==> src/rtl/rf_scoreboard.sv <==
// Register file with two combinational read ports, one write port and a per-register busy scoreboard.
// Define RF_BYPASS_EN to forward the write port onto same-cycle reads.
module rf_scoreboard #(
  parameter int DATA_W   = 32,
  parameter int ADDR_W   = 5,
  parameter int ZERO_REG = 1
) (
  input  logic              clk,
  input  logic              rst,
  input  logic              we,
  input  logic [ADDR_W-1:0] wa,
  input  logic [DATA_W-1:0] wd,
  input  logic [ADDR_W-1:0] ra1,
  input  logic [ADDR_W-1:0] ra2,
  output logic [DATA_W-1:0] rd1,
  output logic [DATA_W-1:0] rd2,
  input  logic              rsv,
  input  logic [ADDR_W-1:0] rsv_a,
  output logic              busy1,
  output logic              busy2,
  output logic              hazard
);

  localparam int DEPTH = 2 ** ADDR_W;

`ifdef RF_BYPASS_EN
  localparam bit BYPASS = 1'b1;
`else
  localparam bit BYPASS = 1'b0;
`endif

  logic [DATA_W-1:0] mem_r [DEPTH];
  logic [DEPTH-1:0]  busy_r;
  logic [DEPTH-1:0]  busy_next_s;
  logic              we_ok_s;
  logic              rsv_ok_s;

  assign we_ok_s  = we  && !((ZERO_REG != 0) && (wa    == {ADDR_W{1'b0}}));
  assign rsv_ok_s = rsv && !((ZERO_REG != 0) && (rsv_a == {ADDR_W{1'b0}}));

  // Busy update: the write retires its producer first, then a reservation (the newer producer) wins.
  always_comb begin
    busy_next_s = busy_r;
    if (we_ok_s) begin
      busy_next_s[wa] = 1'b0;
    end else begin
      busy_next_s = busy_next_s;
    end
    if (rsv_ok_s) begin
      busy_next_s[rsv_a] = 1'b1;
    end else begin
      busy_next_s = busy_next_s;
    end
  end

  // Storage and scoreboard state; reset overrides any same-cycle write or reservation.
  always_ff @(posedge clk) begin
    if (rst) begin
      for (int i = 0; i < DEPTH; i++) begin
        mem_r[i] <= '0;
      end
      busy_r <= '0;
    end else begin
      if (we_ok_s) begin
        mem_r[wa] <= wd;
      end
      busy_r <= busy_next_s;
    end
  end

  for (genvar p = 0; p < 2; p++) begin : g_port
    logic [ADDR_W-1:0] ra_s;
    logic [DATA_W-1:0] rd_s;
    logic              busy_s;

    assign ra_s = (p == 0) ? ra1 : ra2;

    // Read mux: zero register, optional write forwarding, then stored state.
    always_comb begin
      rd_s   = '0;
      busy_s = 1'b0;
      if ((ZERO_REG != 0) && (ra_s == {ADDR_W{1'b0}})) begin
        rd_s   = '0;
        busy_s = 1'b0;
      end else if (BYPASS && we && (ra_s == wa)) begin
        rd_s   = wd;
        busy_s = rsv && (rsv_a == wa);
      end else begin
        rd_s   = mem_r[ra_s];
        busy_s = busy_r[ra_s];
      end
    end
  end

  assign rd1    = g_port[0].rd_s;
  assign rd2    = g_port[1].rd_s;
  assign busy1  = g_port[0].busy_s;
  assign busy2  = g_port[1].busy_s;
  assign hazard = busy1 | busy2;

endmodule

==> config.mk <==
export PLATFORM = sky130hd
export DESIGN_NAME = rf_scoreboard
export DESIGN_NICKNAME = d
export VERILOG_FILES = /design/src/rtl/rf_scoreboard.sv
export SDC_FILE = /design/constraint.sdc
export NUM_CORES = 2
export LEC_CHECK = 0
export CORE_MARGIN = 4
export CORE_UTILIZATION = 66
export CTS_BUF_LIST = sky130_fd_sc_hd__clkbuf_4 sky130_fd_sc_hd__clkbuf_8
export DETAILED_ROUTE_END_ITERATION = 12
export PLACE_DENSITY = 0.82
export SKIP_LAST_GASP = 1
export SYNTH_ARGS = -nofsm -noshare
export SYNTH_HDL_FRONTEND = slang
export SYNTH_SLANG_ARGS = --single-unit
==> constraint.sdc <==
create_clock -name clk -period 3.8 [get_ports clk]
set_input_delay 0.57 -clock clk [delete_from_list [all_inputs] [get_ports clk]]
set_output_delay 0.57 -clock clk [all_outputs]
set_load 0.02 [all_outputs]
**Word level (Yosys, flattened, before mapping)**

Memories as Yosys holds them, arrays and structs flattened.
Index checks and enable logic that the tools add are counted.

- Output and inout bits: 67
- Flip-flop bits (word level): 32
- Word-level logic and storage cells: 45
- RAM bits: 1,024
- Bits of input ports: 56
- Memories: 1

- Mux-type cells: 22
- Reduce and logical (&&, ||, !) cells: 11
- Bitwise gates (word level): 4
- $lt $le $gt $ge: 6

Memory list:

| memory | words | bits a word | rd ports | clocked after Yosys merged registers in | write ports | RTL line | source |
|---|---|---|---|---|---|---|---|
| mem_r | 32 | 32 | 2 | 0 | 32 | 32 | `logic [DATA_W-1:0] mem_r [DEPTH];` |

Operators with widths:

| kind | count |
|---|---|
| two-way mux 32 bit | 5 |
| AND 32 bit | 1 |
| inverter 32 bit | 1 |
| bitwise OR 32 bit | 1 |
| OR reduction 32 bit | 1 |
| less-than comparator 5 x 6 -> 1 bit (second input constant) | 4 |
| zero test 5 bit | 4 |
| two-way mux 1 bit | 12 |
| binary-select mux 1 bit (select 5 bit) | 2 |
| demux 1 bit (select 5 bit) | 2 |
| greater-or-equal comparator 5 x 1 -> 1 bit (second input constant) | 2 |
| two-way mux 5 bit | 1 |
| logical AND 1 bit | 4 |
| zero test 1 bit | 2 |
| bitwise OR 1 bit | 1 |

**Depth between registers and ports, before layout**

- Word-level depth: 9
- Gate-level depth with buffers: 9

**Worst setup path before layout**

No wires, ideal clock.

- Path type: input-to-output
- Start point: in ra2[1]
- End point: out rd2[10]
- Buffers on the path: 4
- Stages on the path: 8
- Data required time: 3.230 ns
- Data arrival time: 2.326 ns
- Setup slack: 0.904 ns
- Cell sequence: buf_2 -> buf_6 -> clkbuf_1 -> buf_2 -> mux4_2 -> mux4_2 -> nand2_1 -> o21ai_1

- Word-level cells in the longest chain between the ends: 2
- Elaborated cells between the ends (all ways): 3

Ends and longest elaborated chain:

| item | RTL line | source |
|---|---|---|
| from (decl) | 14 | `input logic [ADDR_W-1:0] ra2,` |
| memory (32 x 32 bit) or zero test 5 bit (tied branches) | n/a |  |
| two-way mux 32 bit * | 82 | `if ((ZERO_REG != 0) && (ra_s == {ADDR_W{1'b0}})) begin` |
| to (decl) | 16 | `output logic [DATA_W-1:0] rd2,` |

Every way passes the cells marked *; elsewhere a longest branch is shown, timed or not.

**Worst setup path in the final report**

- Start point: in ra1[1]
- End point: out rd1[17]

- Word-level cells in the longest chain between the ends: 2
- Elaborated cells between the ends (all ways): 3

Ends and longest elaborated chain:

| item | RTL line | source |
|---|---|---|
| from (decl) | 13 | `input logic [ADDR_W-1:0] ra1,` |
| memory (32 x 32 bit) or zero test 5 bit (tied branches) | n/a |  |
| two-way mux 32 bit * | 82 |  |
| to (decl) | 15 | `output logic [DATA_W-1:0] rd1,` |

Marked as above.

==> flow_summary.json <==
{
  "crit_path_start": "ra1[1]",
  "setup_slack_ps": 10.6,
  "grtUsageMet3": 0.141,
  "worstMarginPinSlew_ps": 1310,
  "grt_setup_unrepaired": "true",
  "intPower_mw": 20.7,
  "yosys_warnings": 0,
  "synth_top_area_cell": "edfxtp_1",
  "hold_slack_ps": 192,
  "netlist_instances": 3527,
  "hpwlAfterDp_um": 108000,
  "synthFlopType": "edfxtp_1",
  "setup_viol": 0,
  "dp_cells": 4669,
  "cts_hold_buf": 0,
  "vias": 35922,
  "cts_made_buffers": 170,
  "synth_area_mm2": 0.0562,
  "grtUsageMet2": 0.600,
  "rr_worst_depth": 2,
  "yosys_register_bits": 1056,
  "clkSinkCount": 1056,
  "yosys-top-cells-area": "edfxtp_1 (55%), mux4_2 (25%), and2_1 (11%)",
  "row_count": 106,
  "seqPwrFrac": 0.498,
  "drt_iter0_drc": 5999,
  "ctsRootBufferMaster": "clkbuf_8",
  "r2r_setup_slack_ps": 3060,
  "die_w_um": 300,
  "synth-async-reset-ratio": 0,
  "finClkSkew_ps": 0,
  "grtUsageTotal": 0.394,
  "synth.avg_cell_area_um2": 15.9,
  "cts.htree.levels": 4,
  "final_area_mm2": 0.0638,
  "p_switching_mw": 6.95,
  "busiest_layer": "met2",
  "antenna_found_initial": 19,
  "drive_above_1_share": 0.321,
  "grt_pass1_vias": 37752,
  "p_leak_nw": 22.2,
  "grt_use_met1": 0.520,
  "wl_per_cell_um": 34.8,
  "placed_cell_area_mm2": 0.0604,
  "clockPowerShare": 0.362,
  "outcome": "finished, final reports clean",
  "overflow": 0,
  "synth_edf_count": 1024,
  "power_per_cell_area_mw_per_mm2": 433,
  "dieArea_mm2": 0.0899,
  "grt_max_degree": 59,
  "critPathCaptureType": "primary output",
  "drv_cap": 0,
  "grt_pass1_wl_um": 252000,
  "wirelength_um": 173000,
  "post-place-ws_ps": 61.0,
  "final_util": 0.759,
  "start_util": 0.668,
  "hold_viol_final": 0,
  "place_congestion": 0.962,
  "fin_nets": 3763,
  "irDropWorstVdd_uv": 350,
  "timing.slew.headroom": 0.126,
  "port_buffers": 122,
  "drv_slew": 0,
  "r2r-start": "busy_r[29]",
  "fillers": 4684,
  "crit_type": "input port to primary output",
  "clk_latency_ps": 840,
  "r2r_end": "busy_r[29]",
  "cts_buffer_depth": 3,
  "arrival_ps": 3220,
  "ys_seq_area_frac": 0.559,
  "drc": 0,
  "start_kind": "input port",
  "num_io_pins": 123,
  "viasPerCell": 7.21,
  "fin_cells": 4979,
  "synthToLayoutAreaGrowth_pct": 13.6,
  "p_comb_frac": 0.140,
  "period_share": 0.997,
  "synth_cell_types": 48,
  "cts.reportedPaths.clkPinSlew_ps": 60,
  "fp.coreArea_mm2": 0.0841,
  "crit_required_ps": 3230,
  "crit_path_max_fanout": 46,
  "netlist.area_leader.share": 0.547,
  "max_freq_ghz": 0.264,
  "drtPass1Iterations": 6,
  "tritoncts": "built",
  "period_minus_slack_ps": 3790,
  "ant_nets": 0,
  "cts_setup_buffers": 0,
  "fp.dieH_um": 300,
  "hold_path.class": "input port to register",
  "swShare": 0.251,
  "endpoint": "rd1[17]"
}
==> repair_timing <==
item	in CTS	in global routing
resized for setup	7	15
setup endpoints to repair	7	15
endpoints found under the hold margin	0	0
pin swaps	3	3
==> metal layers <==
metal,part of all wire,vias to the layer above
met2,0.46,3342
met5,0.00042,-
met4,0.051,10
met1,0.32,17997
met3,0.17,663
li1,-,13910
==> cell families after synthesis <==
group	share of synthesized area
other cells	0.0000667
mux	0.263
flops	0.559
simple gates	0.125
buf+inv	0.0366
compound gates	0.0167
==> layout by cell type (no fill, tap or decap), types with 5 or more instances in the layout <==
cell / instances
inv_1: 82
nand2_1: 78
buf_4: 138
o211ai_1: 20
nor2_1: 5
diode_2: 10
mux4_2: 633
mux2i_1: 28
clkbuf_4: 56
o21ai_1: 63
clkinv_1: 53
dlygate4sd2_1: 6
or3_1: 5
and2_1: 993
nor2_2: 7
o22ai_1: 16
o21ai_0: 14
nand4b_1: 6
nand2_2: 7
clkinv_2: 10
bufinv_16: 9
nor2_4: 22
nor3_1: 7
buf_12: 93
dfxtp_1: 32
edfxtp_1: 1024
mux2_2: 23
conb_1: 32
a21o_2: 28
clkbuf_8: 179
nor3b_1: 5
clkdlybuf4s50_1: 98
dlymetal6s2s_1: 6
==> flip-flops by register name, indices dropped and copies added (netlist names) <==
signal	cells
busy_r	32
mem_r	1024
==> worst min-delay path by stage <==
stage,from,to,slack [ps],depth (start not counted)
CTS,rst,mem_r[0][20],150,1
finish,rst,mem_r[0][13],190,1
global route,rst,mem_r[0][14],160,1
detailed placement,busy_r[0],busy_r[0],470,1
global placement,busy_r[19],busy_r[19],460,2
floorplan,busy_r[0],busy_r[0],440,1
==> final cells by class <==
type	instances	area [um^2]	area share
Sequential cell	1056	31400	0.492
Multi-Input combinational cell	2032	23100	0.362
Timing Repair Buffer	349	4100	0.0642
Clock buffer	234	2870	0.0450
Tap cell	1134	1420	0.0222
Clock inverter	66	532	0.00833
Inverter	98	368	0.00576
Antenna cell	10	25.0	0.000392
==> power groups by stage <==
stage	sequential, mW	clock, mW	combinational, mW
2_1_floorplan	13.8	0	2.32
3_3_place_gp	13.9	0	3.68
3_5_place_dp	14.0	0	3.76
4_1_cts	13.8	10.0	3.77
5_1_grt	13.8	10.6	3.96
6_report	13.8	10.0	3.86
==> stage by stage <==
| step | TNS, ps | total power, mW |
|---|---|---|
| finish | 0 | 27.7 |
| global route | -39.4 | 28.4 |
| CTS | 0 | 27.5 |
| detailed placement | 0 | 17.8 |
| global placement | 0 | 17.6 |
| floorplan | 0 | 16.1 |
==> critical path, stage by stage <==
cell and delay [ps]:
buf_12 260, buf_12 290, buf_4 290, mux4_2 390, mux2_2 290, o211ai_1 270, o21ai_1 180, clkdlybuf4s50_1 570
==> synthesized netlist by cell type (4+ instances only) <==
| master | count |
|---|---|
| o22ai_1 | 16 |
| nor3b_1 | 5 |
| edfxtp_1 | 1024 |
| clkbuf_1 | 256 |
| nor3_1 | 7 |
| buf_4 | 5 |
| buf_1 | 20 |
| or3_1 | 5 |
| o21ai_1 | 64 |
| mux4_2 | 633 |
| mux2i_1 | 28 |
| buf_2 | 65 |
| nand2_1 | 85 |
| nand3_1 | 4 |
| nor2_1 | 34 |
| a21o_1 | 28 |
| mux2_2 | 23 |
| clkinv_1 | 14 |
| o211ai_1 | 20 |
| nand4b_1 | 6 |
| inv_1 | 84 |
| dfxtp_1 | 32 |
| buf_6 | 26 |
| o21ai_0 | 14 |
| and2_1 | 993 |
(Power assumes the default switching activity.)
